`config.mk`:
```
export PLATFORM = sky130hd
export DESIGN_NAME = chien_search_param
export DESIGN_NICKNAME = d
export VERILOG_FILES = /design/src/rtl/rs_gf_pkg.sv /design/src/rtl/chien_cell.sv /design/src/rtl/chien_search_param.sv
export SDC_FILE = /design/constraint.sdc
export NUM_CORES = 1
export LEC_CHECK = 0
export BUFFER_PORTS_ARGS = -buffer_cell sky130_fd_sc_hd__buf_2
export CORE_MARGIN = 8
export CORE_UTILIZATION = 52
export DETAILED_ROUTE_END_ITERATION = 8
export HOLD_SLACK_MARGIN = 0.15
export PLACE_DENSITY = 0.79
export SLEW_MARGIN = 20
export SYNTH_ARGS = -nofsm -noshare
export SYNTH_HDL_FRONTEND = slang
export SYNTH_SLANG_ARGS = --single-unit
export TNS_END_PERCENT = 5
```
`constraint.sdc`:
```
create_clock -name clk -period 2.25 [get_ports clk]
set_input_delay 0.1125 -clock clk [delete_from_list [all_inputs] [get_ports clk]]
set_output_delay 0.1125 -clock clk [all_outputs]
set_load 0.01 [all_outputs]
```
`src/rtl/rs_gf_pkg.sv`:
```
// rs_gf_pkg: GF(2^8) constants, multipliers and the Chien FSM state type shared by the RS decoder.
// Field is GF(2^8) with primitive polynomial 0x11D and alpha = 0x02.
package rs_gf_pkg;
  localparam int GF_W = 8;
  localparam logic [GF_W:0] GF_POLY = 9'h11D;
  localparam logic [GF_W-1:0] GF_ALPHA = 8'h02;
  typedef enum logic [1:0] {IDLE, SEARCH, DONE} chien_state_e;
  function automatic logic [GF_W-1:0] gf_mul(input logic [GF_W-1:0] a, input logic [GF_W-1:0] b);
    logic [GF_W-1:0] p;
    p = '0;
    for (int i = GF_W - 1; i >= 0; i--) begin
      p = {p[GF_W-2:0], 1'b0} ^ (p[GF_W-1] ? GF_POLY[GF_W-1:0] : '0);
      p = p ^ (b[i] ? a : '0);
    end
    return p;
  endfunction
  function automatic logic [GF_W-1:0] gf_alpha_pow(input int e);
    logic [GF_W-1:0] p;
    p = 8'h01;
    for (int i = 0; i < e; i++) p = gf_mul(p, GF_ALPHA);
    return p;
  endfunction
  // c is an elaboration-time constant, so this folds to an XOR network
  function automatic logic [GF_W-1:0] gf_mul_const(input logic [GF_W-1:0] a, input logic [GF_W-1:0] c);
    return gf_mul(a, c);
  endfunction
endpackage

```
`src/rtl/chien_cell.sv`:
```
// chien_cell: one locator term register r_k with load mux and constant multiplier by alpha^-k.
// Ports: clk, rst_n (async active-low), load (take sigma), step (r <= r*alpha^-k), sigma (sigma_k), r (current term).
module chien_cell
  import rs_gf_pkg::*;
#(
  parameter int K = 1
) (
  input  logic            clk,
  input  logic            rst_n,
  input  logic            load,
  input  logic            step,
  input  logic [GF_W-1:0] sigma,
  output logic [GF_W-1:0] r
);
  localparam logic [GF_W-1:0] ALPHA_INV_K = gf_alpha_pow(255 - K);
  always_ff @(posedge clk or negedge rst_n)
    if (!rst_n) r <= '0;
    else if (load) r <= sigma;
    else if (step) r <= gf_mul_const(r, ALPHA_INV_K);
endmodule

```
`src/rtl/chien_search_param.sv`:
```
// chien_search_param: Chien search over GF(2^8), one codeword position per clock, start/done framed.
// Ports: clk, rst_n (async active-low), start, sigma[8*T] (sigma_k at [8k-1:8k-8]),
//   busy, done (1-cycle pulse), location[8*T] (root positions, ascending), loc_valid[T],
//   err_count (saturates at T), fail (count != deg Lambda or more than T roots).
// Optional CHIEN_FORNEY_DERIV_EN adds loc_deriv[8*T]: odd-term sum at each root (alpha^-i * Lambda'(alpha^-i)).
module chien_search_param
  import rs_gf_pkg::*;
#(
  parameter int T = 8,
  parameter int N = 204
) (
  input  logic           clk,
  input  logic           rst_n,
  input  logic           start,
  input  logic [8*T-1:0] sigma,
  output logic           busy,
  output logic           done,
  output logic [8*T-1:0] location,
  output logic [T-1:0]   loc_valid,
  output logic [4:0]     err_count,
  output logic           fail
`ifdef CHIEN_FORNEY_DERIV_EN
  ,
  output logic [8*T-1:0] loc_deriv
`endif
);
  chien_state_e state, state_nx;
  logic [GF_W-1:0] r [T];
  logic [GF_W-1:0] idx, sum;
  logic [4:0] deg, deg_in;
  logic fail_q, load, step, root, full;
  assign load = state == IDLE && start;
  assign step = state == SEARCH;
  assign root = step && sum == '0;
  assign full = err_count == 5'(T);
  for (genvar k = 0; k < T; k++) begin : g_cell
    chien_cell #(.K(k + 1)) u_cell (
      .clk  (clk),
      .rst_n(rst_n),
      .load (load),
      .step (step),
      .sigma(sigma[8*k +: 8]),
      .r    (r[k])
    );
  end
  // sum is Lambda(alpha^-idx) with the implicit sigma0 = 1
  always_comb begin
    sum = 8'h01;
    deg_in = '0;
    for (int k = 0; k < T; k++) begin
      sum = sum ^ r[k];
      if (sigma[8*k +: 8] != '0) deg_in = 5'(k + 1);
    end
  end
  always_ff @(posedge clk or negedge rst_n)
    if (!rst_n) state <= IDLE;
    else state <= state_nx;
  always_comb
    state_nx = state == IDLE ? (start ? SEARCH : IDLE) :
               state == SEARCH ? (idx == 8'(N - 1) ? DONE : SEARCH) : IDLE;
  // the degree check is folded into fail combinationally so it is valid during the done pulse
  always_comb begin
    busy = state != IDLE;
    done = state == DONE;
    fail = fail_q | (done && err_count != deg);
  end
  always_ff @(posedge clk or negedge rst_n)
    if (!rst_n) begin
      idx <= '0;
      deg <= '0;
      location <= '0;
      loc_valid <= '0;
      err_count <= '0;
      fail_q <= 1'b0;
    end else if (load) begin
      idx <= '0;
      deg <= deg_in;
      location <= '0;
      loc_valid <= '0;
      err_count <= '0;
      fail_q <= 1'b0;
    end else if (step) begin
      idx <= idx + 8'd1;
      if (root && full) fail_q <= 1'b1;
      else if (root) begin
        for (int s = 0; s < T; s++)
          if (5'(s) == err_count) begin
            location[8*s +: 8] <= idx;
            loc_valid[s] <= 1'b1;
          end
        err_count <= err_count + 5'd1;
      end
    end else if (done) fail_q <= fail;
`ifdef CHIEN_FORNEY_DERIV_EN
  logic [GF_W-1:0] odd;
  // r[k] holds the term for sigma_(k+1), so even k are the odd powers
  always_comb begin
    odd = '0;
    for (int k = 0; k < T; k += 2) odd = odd ^ r[k];
  end
  always_ff @(posedge clk or negedge rst_n)
    if (!rst_n) loc_deriv <= '0;
    else if (load) loc_deriv <= '0;
    else if (root && !full)
      for (int s = 0; s < T; s++)
        if (5'(s) == err_count) loc_deriv[8*s +: 8] <= odd;
`endif
endmodule

```
==> impl_metrics.py <==
metrics = {
    "synthesis": {
        "ys_ff_latch": 156,
        "synth_warnings": 0,
        "syn_inst": 879,
        "synth_top_cell_by_area": "dfrtp_1",
        "synth_fp_nets": 954,
        "yosysSeqAreaShare": 0.455,
        "netlist_area_um2": 8580,
        "synth.distinct_cells": 37,
        "yosysTopAreaCellShare": 0.455,
        "syn-mean-instance-area_um2": 9.76,
        "synth_area_leaders": "dfrtp_1 (46%), xnor2_1 (12%), mux2i_1 (12%), xor2_1 (4.7%), nor2_1 (4.6%)",
    },
    "pwr": {
        "ir_drop_v": 0.000565,
        "p_per_area_nw_per_um2": 538,
        "leakagePower_nw": 5.12,
        "fin_total_pwr_mw": 5.91,
    },
    "final_layout": {
        "final_area_um2": 11000,
        "fin_nets": 1143,
        "nFillCells": 1153,
        "instances_no_fill": 1301,
        "drive_gt1_frac": 0.243,
        "syn2layout_area_growth_pct": 28.1,
        "num_antenna_cells": 0,
    },
    "worst_setup_path": {
        "reg2reg_to": "location[13]",
        "criticalPathCategory": "reg -> reg",
        "startpoint_type": "register",
        "worstReg2RegStart": "g_cell[5].u_cell.r[6]",
        "r2r_cells": 10,
        "required_ns": 2.56,
        "critPathMaxFanout": 6,
        "cp.arrival_ns": 2.64,
        "r2r_setup_slack_ns": -0.08,
        "cp-end-kind": "register",
    },
    "timing": {
        "fmax_mhz": 428,
        "finalSetupViolations": 26,
        "fin_crit_sh": 1.04,
        "period_minus_slack_ns": 2.33,
        "timing.final.max_slew_violations": 0,
        "slew_headroom": 0.545,
        "tns_ns": -0.456,
        "tightest_slew_ns": 0.683,
        "finClkSkew_ns": 0.0115,
        "finalHoldViolCount": 0,
        "fin_ws_ns": -0.0841,
        "rsz0062_at_grt": "true",
    },
    "route": {
        "wl_met2_um": 12400,
        "met3WireLength_um": 1820,
        "vias": 7159,
        "dr.pass1.iters": 5,
        "met1_length_um": 9340,
        "drcViolationCount": 0,
        "viasPerCell": 5.50,
        "drt_iter0_drc": 574,
        "top_layer": "met4",
        "drtAntennaViolNets": 0,
        "wirelength_um": 24700,
        "wl_per_cell_um": 19.0,
    },
    "floorplanning": {
        "pin_count": 147,
        "coreArea_um2": 16300,
        "dieWidth_um": 144,
        "num_rows": 47,
        "initial_core_util": 0.525,
        "die_h_um": 144,
        "die-area_um2": 20900,
    },
    "flow_run": {
        "maxCapViolCount": 0,
    },
    "global_routing": {
        "grt_pass1_wl_um": 37900,
        "grt_max_degree": 78,
        "grt_pass1_vias": 7221,
        "antenna_found_initial": 0,
        "grt_overflow": 0,
        "track_usage": 0.234,
    },
    "placement": {
        "place_ws_ns": 0.0624,
        "placed_cells_incl_taps": 1191,
        "numPortBuffers": 146,
        "place_congestion": 0.906,
        "place_area_um2": 9450,
        "dp_hpwl_um": 15200,
    },
    "min_path": {
        "hold_path_class": "in -> async",
    },
    "clock_network": {
        "tritoncts": "built",
        "insertion_delay_ns": 0.44,
        "cts_buffers": 17,
        "htree_levels": 4,
        "path_clk_slew_ns": 0.07,
        "clockBufferDepth": 2,
        "cts-root-buf": "clkbuf_16",
        "cts_sinks": 156,
    },
    "outcome": {
        "violations": "setup timing",
        "status": "finished, violations left",
    },
}
==> synthesized netlist by cell type <==
cell	instances
o31a_1	1
and2_1	1
mux2i_1	99
o31ai_1	2
clkbuf_2	1
nand3_1	3
and3_1	1
or4_1	6
nand2_1	92
nor4_1	12
nand2b_1	6
dlygate4sd1_1	1
o211ai_1	3
dfrtp_1	156
buf_4	7
nor4_2	1
buf_1	7
nor4b_1	1
inv_1	15
buf_2	29
nand4b_1	1
nand4_1	15
xnor2_1	119
or3b_2	1
xnor2_2	1
or3_1	1
buf_6	9
a31oi_1	1
o21ai_0	63
ha_1	8
a21o_1	1
a21oi_1	29
nor3_1	5
clkbuf_1	28
nor2_1	106
o21a_1	1
xor2_1	46
==> where the power goes <==
group	total, mW	internal [mW]	leakage, nW	switching (mW)
Combinational	0.250	0.130	3.26	0.120
Clock	2.86	1.50	0.285	1.36
Sequential	2.80	2.80	1.57	0
==> routing by layer <==
| layer | GRT usage | vias to the layer above |
|---|---|---|
| li1 | - | 3261 |
| met1 | 0.279 | 3460 |
| met2 | 0.396 | 347 |
| met3 | 0.0512 | 91 |
| met4 | 0.108 | 0 |
| met5 | 0 | - |
==> layout make-up <==
| cell class | instances | area, um2 | share of cell area |
|---|---|---|---|
| tap | 220 | 275 | 0.0250 |
| multi-input combinational | 626 | 4370 | 0.397 |
| clock inverter | 15 | 166 | 0.0151 |
| inverter | 15 | 56.3 | 0.00512 |
| clock buffer | 17 | 425 | 0.0387 |
| sequential | 156 | 3920 | 0.357 |
| timing repair buffer | 252 | 1780 | 0.162 |
==> worst max-delay path, stage by stage (launching register included) <==
cell	delay [ns]
dfrtp_2	0.46
xnor2_2	0.18
xnor2_1	0.27
xnor2_1	0.14
nor4_2	0.27
buf_4	0.17
buf_6	0.12
nand4_1	0.14
buf_6	0.19
mux2i_2	0.20
nor2_1	0.08
==> layout by cell type, fill, tap and decap left out, types with 3 or more instances in the layout <==
cell type	synthesis	final
a21oi_1	29	29
buf_12	0	6
buf_2	29	147
buf_4	7	29
buf_6	9	4
clkbuf_16	0	17
clkinv_8	0	3
dfrtp_1	156	141
dfrtp_2	0	15
dlygate4sd3_1	0	66
ha_1	8	7
inv_1	15	15
inv_6	0	4
inv_8	0	6
mux2i_1	99	97
nand2_1	92	92
nand2b_1	6	6
nand3_1	3	3
nand4_1	15	15
nor2_1	106	106
nor3_1	5	4
nor4_1	12	12
o211ai_1	3	3
o21ai_0	63	63
or4_1	6	6
xnor2_1	119	99
xnor2_2	1	21
xor2_1	46	44
==> stage by stage <==
step,utilization,hold slack [ns]
2_1_floorplan,-,-0.183
3_3_place_gp,0.578,0.163
3_5_place_dp,0.578,0.171
4_1_cts,0.654,0.280
5_1_grt,0.672,0.287
6_report,0.672,0.258
==> worst max path at each step <==
stage                          start      endpoint  cells past startpoint
6_report       g_cell[5].u_cell.r[6]  location[13]                     10
5_1_grt        g_cell[0].u_cell.r[6]  location[13]                     10
4_1_cts        g_cell[5].u_cell.r[2]  location[38]                      9
3_5_place_dp   g_cell[4].u_cell.r[0]   location[9]                      9
3_3_place_gp   g_cell[2].u_cell.r[0]  err_count[4]                      8
2_1_floorplan  g_cell[4].u_cell.r[2]  location[30]                     10
==> cell families (layout without fill, tap and decap cells) <==
kind of cell    Yosys count  after routing  share of synthesized area
flops                   156            156                      0.455
mux                      99             99                      0.116
xor+xnor                166            166                      0.170
buf+inv                  97            299                     0.0584
compound gates          101            101                     0.0616
simple gates            252            252                      0.127
fa+ha+maj                 8              8                     0.0117
==> what timing repair did <==
action | CTS | global route
hold buffers | 66 | 0
hold endpoints to repair | 131 | 0
gates resized for setup | 0 | 46
setup endpoints to repair | 0 | 67
buffers inserted | 0 | 9
==> state kept, by name, indices dropped and copies added (netlist names) <==
signal           cells
g_cell.u_cell.r     64
loc_valid            8
location            64
idx                  8
state                2
fail_q               1
deg                  4
err_count            5
Note: power is estimated with default switching activity, not from simulation.
